[src/rtl/ctrl_pkg.sv]
// -----------------------------------------------------------------------------
// ctrl_pkg
// Shared definitions for the 8-bit core control units: FSM state encoding,
// instruction opcodes (IR[7:6]), ALU operation encodings and an opcode helper.
// -----------------------------------------------------------------------------
package ctrl_pkg;

   typedef enum logic [2:0] {
      IDLE,
      FETCH,
      DECODE,
      EXEC,
      WB,
      HALT
   } state_t;

   // Opcodes, IR[7:6]
   localparam logic [1:0] OP_ADD  = 2'b00;
   localparam logic [1:0] OP_ADDI = 2'b01;
   localparam logic [1:0] OP_BZ   = 2'b10;
   localparam logic [1:0] OP_J    = 2'b11;

   // ALU_Op encodings
   localparam logic [1:0] ALU_ADD    = 2'b00;
   localparam logic [1:0] ALU_PASS_B = 2'b01;
   localparam logic [1:0] ALU_PC_IMM = 2'b10;
   localparam logic [1:0] ALU_PC_INC = 2'b11;

   function automatic logic [1:0] opcode_of(input logic [7:0] ir);
      return ir[7:6];
   endfunction

endpackage

[src/rtl/ctrl_decode.sv]
// -----------------------------------------------------------------------------
// ctrl_decode
// Purely combinational instruction decoder, shared by the single-cycle and
// multi-cycle control units.
//
// Ports:
//   ir          in  8  instruction register
//   ext_sel     out 1  1 = sign-extend IR[5:0], 0 = sign-extend IR[2:0]
//   alu_src_imm out 1  1 = ALU B is the extended immediate, 0 = register rs
//   alu_op      out 2  ALU operation (branches report the taken form, PC+imm)
//   is_halt     out 1  instruction is J with imm6 = 0
// -----------------------------------------------------------------------------
module ctrl_decode
   import ctrl_pkg::*;
(
   input  logic [7:0] ir,
   output logic       ext_sel,
   output logic       alu_src_imm,
   output logic [1:0] alu_op,
   output logic       is_halt
);

   // NOTE: every output gets a default before the case so that no path through
   // the block leaves a signal unassigned, which would otherwise infer a latch.
   always_comb begin
      ext_sel     = 1'b0;
      alu_src_imm = 1'b0;
      alu_op      = ALU_ADD;
      is_halt     = 1'b0;
      case (opcode_of(ir))
         OP_ADD: ;
         OP_ADDI: alu_src_imm = 1'b1;
         OP_BZ: begin
            ext_sel     = 1'b1;
            alu_src_imm = 1'b1;
            alu_op      = ALU_PC_IMM;
         end
         OP_J: begin
            ext_sel     = 1'b1;
            alu_src_imm = 1'b1;
            alu_op      = ALU_PC_IMM;
            is_halt     = (ir[5:0] == 6'd0);
         end
         default: ;
      endcase
   end

endmodule

[src/rtl/multicycle_ctrl.sv]
// -----------------------------------------------------------------------------
// multicycle_ctrl
// Multi-cycle control unit for the 8-bit core. Fetches each instruction over a
// request/valid handshake and sequences it through FETCH/DECODE/EXEC/WB.
// ALU ops take 4 cycles plus fetch wait, branches 3 cycles plus fetch wait.
//
// Ports:
//   Clk            in  1      rising-edge clock
//   Reset_n        in  1      asynchronous active-low reset
//   Instr_Code     in  8      instruction, captured when Instr_Valid in FETCH
//   Instr_Valid    in  1      memory response valid (ignored outside FETCH)
//   Zero_Flag      in  1      ALU zero flag, sampled in EXEC for BZ
//   Instr_Req      out 1      fetch request, high throughout FETCH
//   Ext_Sel        out 1      sign-extend select (valid DECODE..WB)
//   ALU_Src_Imm    out 1      ALU B operand select (valid DECODE..WB)
//   ALU_Op         out 2      ALU operation (valid DECODE..WB)
//   Reg_Write      out 1      register-file write strobe (WB only)
//   Rd_Addr        out 3      destination register IR[5:3] (valid DECODE..WB)
//   PC_Write       out 1      PC load strobe (EXEC for branches, WB for ALU)
//   Halted         out 1      core stopped; only reset leaves
//   Fault          out 1      sticky fetch-timeout flag
//   Retired_Count  out CNT_W  retired instructions, wraps
// -----------------------------------------------------------------------------
module multicycle_ctrl
   import ctrl_pkg::*;
#(
   parameter int unsigned FETCH_TIMEOUT = 15,
   parameter int unsigned CNT_W         = 8
) (
   input  logic             Clk,
   input  logic             Reset_n,
   input  logic [7:0]       Instr_Code,
   input  logic             Instr_Valid,
   input  logic             Zero_Flag,
   output logic             Instr_Req,
   output logic             Ext_Sel,
   output logic             ALU_Src_Imm,
   output logic [1:0]       ALU_Op,
   output logic             Reg_Write,
   output logic [2:0]       Rd_Addr,
   output logic             PC_Write,
   output logic             Halted,
   output logic             Fault,
   output logic [CNT_W-1:0] Retired_Count
);

   // Wait-count value seen in the last FETCH cycle allowed before a fault.
   localparam logic [7:0] TIMEOUT_LAST = 8'(FETCH_TIMEOUT - 1);

   state_t           state;
   state_t           state_nxt;
   logic [7:0]       ir;
   logic [7:0]       wait_cnt;
   logic [CNT_W-1:0] retired_cnt;
   logic             fault_q;

   logic             ir_load;
   logic             retire;
   logic             fault_set;
   logic             dec_valid;

   logic             dec_ext_sel;
   logic             dec_alu_src_imm;
   logic [1:0]       dec_alu_op;
   logic             dec_is_halt;

   ctrl_decode u_decode (
      .ir          (ir),
      .ext_sel     (dec_ext_sel),
      .alu_src_imm (dec_alu_src_imm),
      .alu_op      (dec_alu_op),
      .is_halt     (dec_is_halt)
   );

   // NOTE: state is updated with non-blocking assignments so every register
   // samples the pre-edge values, independent of statement order.
   always_ff @(posedge Clk or negedge Reset_n) begin
      if (!Reset_n) begin
         state       <= IDLE;
         ir          <= '0;
         wait_cnt    <= '0;
         retired_cnt <= '0;
         fault_q     <= 1'b0;
      end else begin
         state <= state_nxt;
         if (ir_load) ir <= Instr_Code;
         // Counts consecutive FETCH cycles without a response.
         if (state == FETCH && !Instr_Valid) wait_cnt <= wait_cnt + 8'd1;
         else                                wait_cnt <= '0;
         if (retire)    retired_cnt <= retired_cnt + CNT_W'(1);
         if (fault_set) fault_q     <= 1'b1;
      end
   end

   always_comb begin
      state_nxt = state;
      ir_load   = 1'b0;
      retire    = 1'b0;
      fault_set = 1'b0;
      dec_valid = 1'b0;
      Instr_Req = 1'b0;
      Reg_Write = 1'b0;
      PC_Write  = 1'b0;
      ALU_Op    = 2'b00;
      case (state)
         IDLE: state_nxt = FETCH;
         FETCH: begin
            Instr_Req = 1'b1;
            // A response in the final allowed cycle still wins over the fault.
            if (Instr_Valid) begin
               ir_load   = 1'b1;
               state_nxt = DECODE;
            end else if (wait_cnt == TIMEOUT_LAST) begin
               fault_set = 1'b1;
               state_nxt = HALT;
            end
         end
         DECODE: begin
            dec_valid = 1'b1;
            ALU_Op    = dec_alu_op;
            state_nxt = EXEC;
         end
         EXEC: begin
            dec_valid = 1'b1;
            ALU_Op    = dec_alu_op;
            if (opcode_of(ir) == OP_BZ || opcode_of(ir) == OP_J) begin
               retire = 1'b1;
               if (dec_is_halt) begin
                  state_nxt = HALT;
               end else begin
                  PC_Write  = 1'b1;
                  state_nxt = FETCH;
                  // Untaken BZ falls through to PC+1.
                  if (opcode_of(ir) == OP_BZ && !Zero_Flag) ALU_Op = ALU_PC_INC;
               end
            end else begin
               state_nxt = WB;
            end
         end
         WB: begin
            dec_valid = 1'b1;
            Reg_Write = 1'b1;
            PC_Write  = 1'b1;
            ALU_Op    = ALU_PC_INC;
            retire    = 1'b1;
            state_nxt = FETCH;
         end
         HALT: ;
         default: state_nxt = IDLE;
      endcase
   end

   assign Ext_Sel       = dec_valid & dec_ext_sel;
   assign ALU_Src_Imm   = dec_valid & dec_alu_src_imm;
   assign Rd_Addr       = dec_valid ? ir[5:3] : 3'd0;
   assign Halted        = (state == HALT);
   assign Fault         = fault_q;
   assign Retired_Count = retired_cnt;

endmodule

[config.mk]
export PLATFORM = sky130hd
export DESIGN_NAME = multicycle_ctrl
export DESIGN_NICKNAME = d
export VERILOG_FILES = /design/src/rtl/ctrl_pkg.sv /design/src/rtl/ctrl_decode.sv /design/src/rtl/multicycle_ctrl.sv
export SDC_FILE = /design/constraint.sdc
export NUM_CORES = 1
export LEC_CHECK = 0
export CAP_MARGIN = 30
export CORE_ASPECT_RATIO = 2
export CORE_UTILIZATION = 26
export CTS_BUF_LIST = sky130_fd_sc_hd__clkbuf_2
export CTS_CLUSTER_DIAMETER = 40
export CTS_CLUSTER_SIZE = 25
export DETAILED_ROUTE_END_ITERATION = 12
export PLACE_DENSITY = 0.61
export SYNTH_ARGS = -nofsm -noshare
export SYNTH_HDL_FRONTEND = slang
export SYNTH_SLANG_ARGS = --single-unit
[constraint.sdc]
create_clock -name Clk -period 1.4 [get_ports Clk]
set_input_delay 0.28 -clock Clk [delete_from_list [all_inputs] [get_ports Clk]]
set_output_delay 0.28 -clock Clk [all_outputs]
set_load 0.02 [all_outputs]
; Word level (Yosys, flattened, before mapping)
; Cells that the tools add are included.
[word_totals]
regBits = 28
inputBits = 12
out_inout_bits = 20
elab_cells = 60
[op_classes]
addsub = 2
n_eq_ne = 10
mux = 28
bitwise = 3
n_reduce_logical = 12
[ops]
columns = op, n
row1 = "adder 8 x 1 -> 8 bit, second input constant", 2
row2 = two-way mux 3 bit, 5
row3 = case mux 3 bit (5 select lines), 1
row4 = two-way mux 1 bit, 14
row5 = "equality test 8 x 4 -> 1 bit, second input constant", 1
row6 = two-way mux 2 bit, 4
row7 = two-way mux 8 bit, 1
row8 = "equality test 3 x 2 -> 1 bit, second input constant", 2
row9 = "equality test 3 bit, second input constant", 2
row10 = zero test 6 bit, 1
row11 = case mux 2 bit (3 select lines), 1
row12 = OR reduction 3 bit, 2
row13 = "equality test 2 bit, second input constant", 2
row14 = case mux 1 bit (2 select lines), 2
row15 = OR reduction 2 bit, 2
row16 = "equality test 3 x 1 -> 1 bit, second input constant", 1
row17 = zero test 3 bit, 1
row18 = "!= test 3 x 2 -> 1 bit, second input constant", 1
row19 = bitwise AND 1 bit, 2
row20 = "equality test 2 x 1 -> 1 bit, second input constant", 1
row21 = logical AND 1 bit, 2
row22 = zero test 1 bit, 2
row23 = AND reduction 2 bit, 1
row24 = logical OR 1 bit, 1
row25 = inverter 1 bit, 1

; Depth between registers and ports, before layout
; Gate-level depths: netlist of run 1.
[depth]
ltp_word = 7
mapped_depth = 5
ltp_nobuf = 5

; Cells and area by module
; From an unflattened synthesis of run 1, not the netlist that was laid out.
[unflattened]
cells_unflattened = 128
hier_area_um2 = 1412.6
[by_module_without_submodules]
columns = mod, instances, cells_each, area_each_um2, seq_area_each_um2
row1 = multicycle_ctrl, 1, 120, 1360.1, 700.7
row2 = ctrl_decode, 1, 8, 52.6, 0.0

; Worst setup path before layout of run 1
; No wires, ideal clock.
[synth_timing]
path_kind = register to output
from = register state[1]
to = output port Ext_Sel
arrival_time_ps = 1425
required_ps = 1120
path_slack_ps = -305
path_stages_with_launch = 5
path_buffers = 1
path_cell_list = dfrtp_1 -> buf_2 -> nor3b_4 -> a21oi_1 -> nor2b_1
[synth_via]
elab_chain_len = 4
elab_cells_between_ends = 6
cone_classes = eq/ne: 3 / mux: 1 / bitwise: 1 / reduce/logical: 1
[synth_rtl]
columns = item, line
row1 = start: declaration, multicycle_ctrl.sv:50  ; state_t state;
row2 = start signal: assignment, multicycle_ctrl.sv:85  ; state <= state_nxt;
row3 = equality test 3 x 2 -> 1 bit or equality test 3 bit (tied branches), multicycle_ctrl.sv:105  ; case (state)
row4 = OR reduction 3 bit (no source line) *, n/a
row5 = two-way mux 1 bit *, multicycle_ctrl.sv:105
row6 = bitwise AND 1 bit *, multicycle_ctrl.sv:153  ; assign Ext_Sel = dec_valid & dec_ext_sel;
row7 = end: declaration, multicycle_ctrl.sv:36  ; output logic Ext_Sel,
; Mark *: on every way between the ends. The rest lies on a longest branch, timed or not.

; Worst setup path after layout of run 1
[layout_timing]
from = register state[1]
to = output port Rd_Addr[1]
[layout_via]
elab_chain_len = 4
elab_cells_between_ends = 6
cone_classes = eq/ne: 3 / mux: 2 / reduce/logical: 1
[layout_rtl]
columns = item, line
row1 = equality test 3 x 2 -> 1 bit or equality test 3 bit (tied branches), multicycle_ctrl.sv:105
row2 = OR reduction 3 bit (no source line) *, n/a
row3 = two-way mux 1 bit *, multicycle_ctrl.sv:105
row4 = two-way mux 3 bit *, multicycle_ctrl.sv:155  ; assign Rd_Addr = dec_valid ? ir[5:3] : 3'd0;
row5 = end: declaration, multicycle_ctrl.sv:40  ; output logic [2:0] Rd_Addr,
; Marked as above.

==> results of run 1 <==
-- state kept, by name, summed over array words and instances (netlist names) --
| signal | cells |
|---|---|
| ir | 8 |
| Retired_Count | 8 |
| Fault | 1 |
| state | 3 |
| wait_cnt | 8 |
-- Yosys cell counts (all sizes together) --
cell     n  area, µm²
a31o     2       17.5
and3     3       18.8
dfrtp   28        701
o21bai   1       7.51
nor3     2       21.3
or3      1       6.26
nand3    8       40.0
nor3b    2       26.3
nor4b    1       8.76
and4     2       17.5
nand4    4       25.0
nand2b   1       8.76
inv      4       15.0
xor2     5       43.8
a21o     1       7.51
mux2     8       90.1
a31oi    2       12.5
buf      3       23.8
o21ai    2       10.0
nor2b    5       31.3
nand2    5       18.8
ha       3       37.5
xnor2    8       70.1
a21oi    3       15.0
nor2    19       71.3
nor4     1       6.26
-- per-layer routing --
metal	routed length [µm]	global-route usage	up-vias
met5	0	0	-
met4	34	0.0451	0
met3	134	0.0146	4
met2	2050	0.246	37
met1	1280	0.157	585
li1	-	-	573
-- timing repair --
action,4_1_cts,5_1_grt
pin swaps,7,17
cloned,0,1
gates resized for setup,92,54
hold endpoints to repair,0,0
endpoints found under the setup margin,45,46
buffers inserted,8,7
-- metrics by stage --
stage          cells  area (µm²)  worst slack [ps]  hold slack (ps)  TNS, ps
6_report         255        2340              -504              204   -10500
3_3_place_gp     237        2010              -575              458    -9500
3_5_place_dp     237        2010              -650              467   -10300
5_1_grt          255        2340              -609              154   -12670
2_1_floorplan    124        1430              -167            -15.6    -1920
4_1_cts          249        2180              -506              196   -10660
-- cell usage in the layout, fill, tap and decap left out, types with 2 or more instances in the layout --
cell type	n
xnor2_1	8
and3_1	3
nand3_1	5
and4_1	2
buf_6	15
nor2_4	11
clkdlybuf4s50_1	11
nor3_4	2
buf_8	2
xor2_1	5
ha_1	3
dfrtp_1	27
nor2_1	8
nor2b_4	5
buf_4	32
o21ai_0	2
mux2_4	8
inv_1	3
buf_12	3
clkbuf_2	9
nand2_1	4
buf_2	4
nand4_1	4
nand3_2	2
-- how the worst max path moves through the flow --
| stage | start | to | slack [ps] |
|---|---|---|---|
| floorplan | state[1] | Retired_Count[3] | -170 |
| global placement | Zero_Flag | ALU_Op[0] | -580 |
| detailed placement | Zero_Flag | ALU_Op[0] | -650 |
| CTS | state[1] | ALU_Op[0] | -510 |
| global route | ir[4] | PC_Write | -610 |
| finish | state[1] | Rd_Addr[1] | -500 |
-- kinds of logic after synthesis --
| logic type | Yosys count | synth area share |
|---|---|---|
| compound gates | 11 | 0.0519 |
| xor+xnor | 13 | 0.0843 |
| fa+ha+maj | 3 | 0.0278 |
| buf+inv | 7 | 0.0287 |
| flops | 28 | 0.519 |
| mux | 8 | 0.0667 |
| simple gates | 54 | 0.222 |
-- cell type report --
class | count | share of cell area
clock buffer | 3 | 0.00641
clock inverter | 1 | 0.0128
inverter | 4 | 0.00641
multi-input combinational | 89 | 0.363
sequential | 28 | 0.300
tap | 57 | 0.0304
timing repair buffer | 73 | 0.281
-- power breakdown --
group / total (W) / leakage (nW) / switching (W) / internal, W
logic: 0.00272 / 0.703 / 0.00123 / 0.00149
clock network: 0.000498 / 0.0266 / 0.000253 / 0.000245
registers: 0.00122 / 0.358 / 0.000184 / 0.00104
total: 0.00444 / 1.09 / 0.00167 / 0.00277
==> flow_summary.ini, run 1 <==
[clocking]
worstSkewPairLatency_ps = 370
postCtsHoldBufs = 0
cts_buffer_depth = 2
cts_tree = done
cts_buffers = 3
clockRootBuffer = clkbuf_2
clkTransAtPathRegs_ps = 270
cts_max_level = 1
cts.sinks = 28

[route]
drt-initial-drc-count = 4
post_drt_wl_per_cell_um = 13.7
first_pass_iters = 4
avgViaCountPerCell = 4.70
postRouteAntennaNets = 0
drt_wl_total_um = 3500
vias = 1199
drc = 0

[logic_synthesis]
avgSynthCellArea_um2 = 10.9
yosys.cell_types.count = 30
syn_area_mm2 = 0.00135
synth_cells = 124
synth_nets = 139
seq_area_frac_synth = 0.519
yosys_warnings = 0
ys_seq_elements = 28

[setup_path]
worstPathMaxFanout = 6
cp.arrival_ps = 1620
worst_ep_required_time_ps = 1120
critPathCaptureType = output pin
critPathMaxStageDelay_ps = 490
crit_type = reg2out
r2r_start = state[1]
critPathLaunchType = flip-flop
worst_r2r_path_depth = 7
crit_slowest_cell = dfrtp_1
cp_common_cell = buf_6
reg2reg_slack_ps = -370
cpLargestDelayFamily = flip-flops
cp_num_buf_inv = 3
rr_endpoint = ir[2]
cp.depth = 6
crit_path_cell_trace = nor3b_4 > buf_6 > a21oi_4 > buf_12 > nor2b_4 > buf_6

[timing]
tightest_slew_ps = 277
setup_viol = 33
hold_violations = 0
rsz0062_at_grt = true
finalMaxSlewViolations = 0
max_freq_ghz = 0.525
skew_ps = 6.20
fin_crit_ps = 1900
relSlewSlack = 0.815
setup_ws_ps = -504
fin_crit_sh = 1.36

[grt]
grt_start_max_net_pins = 29
antenna_found_initial = 0
grt_pass1_vias = 1299
grt_pass1_wl_um = 5710
track_usage = 0.136
grt-ovfl-total = 0

[floorplan]
coreArea_mm2 = 0.00491
dieArea_mm2 = 0.00551
die_width_um = 53.0
ios = 32
fp.dieH_um = 104
rows = 36
start_util = 0.275

[layout]
num_antenna_cells = 0
multiInputGateArea_um2 = 851
drive_above_1_share = 0.545
synthToLayoutAreaGrowth_pct = 73.4
fill_cells = 443
final_net_count = 214
post-route-util = 0.477
ff_latch_area_um2 = 702

[power]
powerDensity_mw_per_mm2 = 1890
p_total_w = 0.00444
peakVddDrop_uv = 1480
p_leak_nw = 1.09

[status]
outcome = finished with violations
violations = setup timing

[hold_path]
min_path_type = in2async

[placed_design]
numPortBuffers = 31
gp_congestion = 0.826
hpwl_um = 2540

[run]
drv_cap = 0
No activity file was read; power rests on OpenSTA's default activity.
==> run 2, diff against run 1 <==
CORE_MARGIN = 2   (was default)
PLACE_DENSITY = 0.59   (was 0.61)
clock period = 2.33 ns   (was 1.4 ns; I/O delays follow)
==> flow_summary.ini, run 2 (same netlist as run 1, synthesis figures left out) <==
[setup_path]
crit_type = reg2out
cpLargestDelayFamily = buffers and inverters
crit_slowest_cell = dfrtp_1
crit_path_cell_trace = buf_4 > nand2b_2 > nor2_1 > dlygate4sd2_1
cp_num_buf_inv = 2
worstPathMaxFanout = 9
critPathLaunchType = flip-flop
worst_ep_required_time_ps = 1860
reg2reg_slack_ps = 630
worst_r2r_path_depth = 4
critPathMaxStageDelay_ps = 490
critPathCaptureType = output pin
r2r_start = state[1]
cp.arrival_ps = 1710
rr_endpoint = ir[4]

[floorplan]
start_util = 0.265
coreArea_mm2 = 0.00509
dieArea_mm2 = 0.00582
rows = 37
ios = 32
fp.dieH_um = 106
die_width_um = 55.0

[placed_design]
numPortBuffers = 31
placed_cells = 217
gp_congestion = 0.769
hpwl_um = 2130
dp_slack_ps = -31.5

[grt]
grt_pass1_wl_um = 4860
grt_pass1_vias = 1099
track_usage = 0.114
grt_start_max_net_pins = 29
antenna_found_initial = 0
busiest_layer = met2
grt-ovfl-total = 0
use_met1 = 0.140
globalRouteMet3Util = 0.00983
met2_usage = 0.188

[route]
first_pass_iters = 4
drc = 0
postRouteAntennaNets = 0
vias = 1045
post_drt_wl_per_cell_um = 12.7
avgViaCountPerCell = 4.64
drt_wl_total_um = 2850
drt-initial-drc-count = 10

[timing]
timing.setup.tns_ps = 0
finalMaxSlewViolations = 0
fin_crit_ps = 2170
setup_ws_ps = 159
rsz0062_at_grt = false
skew_ps = 5.32
hold_violations = 0
relSlewSlack = 0.710
fin_crit_sh = 0.932
tightest_slew_ps = 434
max_freq_ghz = 0.461
setup_viol = 0

[clocking]
clockRootBuffer = clkbuf_2
worstSkewPairLatency_ps = 370
clkTransAtPathRegs_ps = 280
postCtsHoldBufs = 0
cts_buffer_depth = 2
cts.sinks = 28
cts_tree = done
cts_buffers = 3
cts_max_level = 1

[layout]
final_common_cell = dfrtp_1
synthToLayoutAreaGrowth_pct = 35.3
drive_above_1_share = 0.156
final_cell_mix = 27 x dfrtp_1, 20 x clkdlybuf4s50_1, 19 x nor2_1
final_net_count = 183
num_antenna_cells = 0
fin_cells = 225

[power]
peakVddDrop_uv = 558
powerDensity_mw_per_mm2 = 1050
p_leak_nw = 0.818
p_total_w = 0.00192

[hold_path]
min_path_type = in2async

[run]
drv_cap = 0

[status]
outcome = completed
==> run 2: cell types whose count changed in the layout (fill, tap and decap cells not counted), moves of 4 or more <==
cell,previous run,this run
mux2_4,8,0
buf_6,15,0
dlygate4sd2_1,0,5
nor2b_4,5,0
nor2b_1,0,5
buf_2,4,0
mux2_1,0,8
nor2_4,11,0
buf_4,32,11
nor2_1,8,19
clkdlybuf4s50_1,11,20
==> run 2: stage by stage <==
| stage | hold slack (ps) | instance area [µm²] | util |
|---|---|---|---|
| CTS | 408 | 1830 | 0.359 |
| finish | 415 | 1830 | 0.359 |
| global placement | 461 | 1760 | 0.346 |
| global route | 384 | 1830 | 0.359 |
| floorplan | 170 | 1350 | - |
| detailed placement | 465 | 1760 | 0.346 |
==> run 2: timing repair <==
| item | in CTS | in global routing |
|---|---|---|
| pin swaps | 0 | 2 |
| setup endpoints to repair | 11 | 6 |
| resized for setup | 14 | 9 |
| buffers inserted | 3 | 1 |
==> run 2: routing by layer <==
layer,vias to the layer above,wire length (µm)
li1,515,-
met1,509,1090
met2,19,1620
met3,2,88
met4,0,48
met5,-,0
==> run 2: cell type report <==
class                   instances  area [µm²]
repair buffers                 42         372
clock buffers                   3        15.0
inverters                       4        15.0
multi-input cells              89         622
flip-flops and latches         28         702
fillers                       540        3260
clock inverters                 1        30.0
well taps                      58        72.6
==> run 2: worst max-delay path by stage <==
stage	from	to	slack [ps]	cells past startpoint
after floorplan	state[1]	Ext_Sel	440	4
after global placement	Zero_Flag	ALU_Op[0]	-8	4
after detailed placement	Zero_Flag	ALU_Op[0]	-30	4
after CTS	ir[3]	PC_Write	20	5
after global routing	state[1]	Halted	8	4
final	state[1]	Halted	160	4
==> run 2: power breakdown <==
part	internal, W	switching, W	total (W)
registers	0.000623	0.000153	0.000776
logic	0.000408	0.000440	0.000847
clock network	0.000147	0.000154	0.000301
total	0.00118	0.000746	0.00192
==> run 3, diff against run 2 <==
CAP_MARGIN = 15   (was 30)
CORE_ASPECT_RATIO = default   (was 2)
PLACE_DENSITY = 0.61   (was 0.59)
clock period = 1.9 ns   (was 2.33 ns; I/O delays follow)
==> flow_summary.ini, run 3 (same netlist as run 1, synthesis figures left out) <==
[setup_path]
critPathMaxStageDelay_ps = 450
rr_endpoint = ir[2]
r2r_start = state[1]
crit_slowest_cell = dfrtp_1
worstPathMaxFanout = 5
worst_ep_required_time_ps = 1520
critPathLaunchType = flip-flop
cp_common_cell = buf_6
critPathCaptureType = output pin
worst_r2r_path_depth = 6
reg2reg_slack_ps = 300
crit_end = ALU_Op[0]
crit_path_cell_trace = nor3b_4 > buf_6 > buf_6 > a31o_2 > buf_6
cp.arrival_ps = 1580
crit_type = reg2out
crit_path_start = state[2]

[clocking]
clkTransAtPathRegs_ps = 280
cts_tree = done
cts_buffers = 3
cts_max_level = 1
cts.sinks = 28
worstSkewPairLatency_ps = 370
postCtsHoldBufs = 0
cts_buffer_depth = 2
clockRootBuffer = clkbuf_2

[route]
postRouteAntennaNets = 0
drt_wl_total_um = 3000
post_drt_wl_per_cell_um = 11.6
drt-initial-drc-count = 49
vias = 1115
first_pass_iters = 4
avgViaCountPerCell = 4.31
drc = 0

[floorplan]
die_width_um = 76.1
coreArea_mm2 = 0.00507
fp.dieH_um = 76.1
rows = 26
dieArea_mm2 = 0.00579
ios = 32
start_util = 0.266

[placed_design]
dp_slack_ps = -298
hpwl_um = 2000
gp_congestion = 0.727
numPortBuffers = 31

[timing]
rsz0062_at_grt = true
tightest_slew_ps = 365
timing.setup.tns_ps = -114
fin_crit_ps = 1960
finalMaxSlewViolations = 0
setup_viol = 4
hold_violations = 0
max_freq_ghz = 0.511
relSlewSlack = 0.757
skew_ps = 14.4
setup_ws_ps = -55.5
fin_crit_sh = 1.03

[layout]
synthToLayoutAreaGrowth_pct = 54.1
multiInputGateArea_um2 = 659
ff_latch_area_um2 = 704
num_antenna_cells = 0
final_cell_mix = 34 x buf_4, 25 x dfrtp_1, 20 x clkdlybuf4s50_1
final_common_cell = buf_4
final_net_count = 205
fill_cells = 514
drive_above_1_share = 0.333

[power]
peakVddDrop_uv = 670
powerDensity_mw_per_mm2 = 1320
p_leak_nw = 0.944

[run]
drv_cap = 0

[grt]
grt_pass1_vias = 1125
grt_pass1_wl_um = 5040
grt-ovfl-total = 0
grt_start_max_net_pins = 29
antenna_found_initial = 0
track_usage = 0.105

[hold_path]
min_path_type = in2async

[status]
outcome = finished with violations
violations = setup timing
## run 3: changes by cell type in the layout (fill, tap and decap cells not counted), moves of 3 or more
cell and delta:
dlygate4sd2_1 -5, buf_4 +23, clkdlybuf4s15_1 -3, buf_6 +8
## run 3: what timing repair did
| action | in CTS | in global routing |
|---|---|---|
| resized for setup | 66 | 10 |
| pin swaps | 4 | 4 |
| setup buffers | 8 | 8 |
| endpoints found under the setup margin | 16 | 14 |
## run 3: layer usage
layer / global-route usage / vias to the layer above / share of wire / wire length (µm)
met3: 0.0284 / 2 / 0.053 / 159
met1: 0.138 / 530 / 0.46 / 1380
met2: 0.178 / 29 / 0.48 / 1450
li1: - / 554 / - / -
met4: 0.0164 / 0 / 0.0033 / 10
met5: 0 / - / 0 / 0
## run 3: layout make-up
type / count / share of cell area
Sequential cell: 28 / 0.338
Multi-Input combinational cell: 89 / 0.317
Timing Repair Buffer: 64 / 0.274
Tap cell: 70 / 0.0421
Clock inverter: 1 / 0.0144
Clock buffer: 3 / 0.00721
Inverter: 4 / 0.00721
## run 3: report_power, final
group          leakage (nW)  internal [W]  switching (W)
logic                 0.562      0.000797       0.000701
clock network        0.0266      0.000181       0.000183
registers             0.356      0.000768       0.000127
total                 0.944       0.00175        0.00101
## run 3: stage by stage
stage               power (W)  std cells  hold slack [ps]  cell area, µm²   util
floorplan             0.00156        124             84.4            1350      -
global placement      0.00216        239              457            1870  0.368
detailed placement    0.00216        239              465            1870  0.368
CTS                   0.00266        251              313            1980  0.391
global route          0.00295        259              315            2080  0.410
finish                0.00276        259              322            2080  0.410
## run 3: worst max-delay path: cells and delay by family, from the launching register on
kind / cells / cell delay (ps)
and+or+nand+nor: 1 / 150
DFF: 1 / 450
AOI/OAI and AO/OA: 1 / 220
buffers and inverters: 3 / 370
## run 3: how the worst min path moves through the flow
stage | from | endpoint | slack [ps] | depth (start not counted)
floorplan | Reset_n | Fault | 80 | 0
global placement | Retired_Count[7] | Retired_Count[7] | 460 | 1
detailed placement | Fault | Fault | 460 | 1
CTS | Reset_n | wait_cnt[2] | 310 | 2
global route | Reset_n | wait_cnt[2] | 320 | 2
finish | Reset_n | wait_cnt[2] | 320 | 2
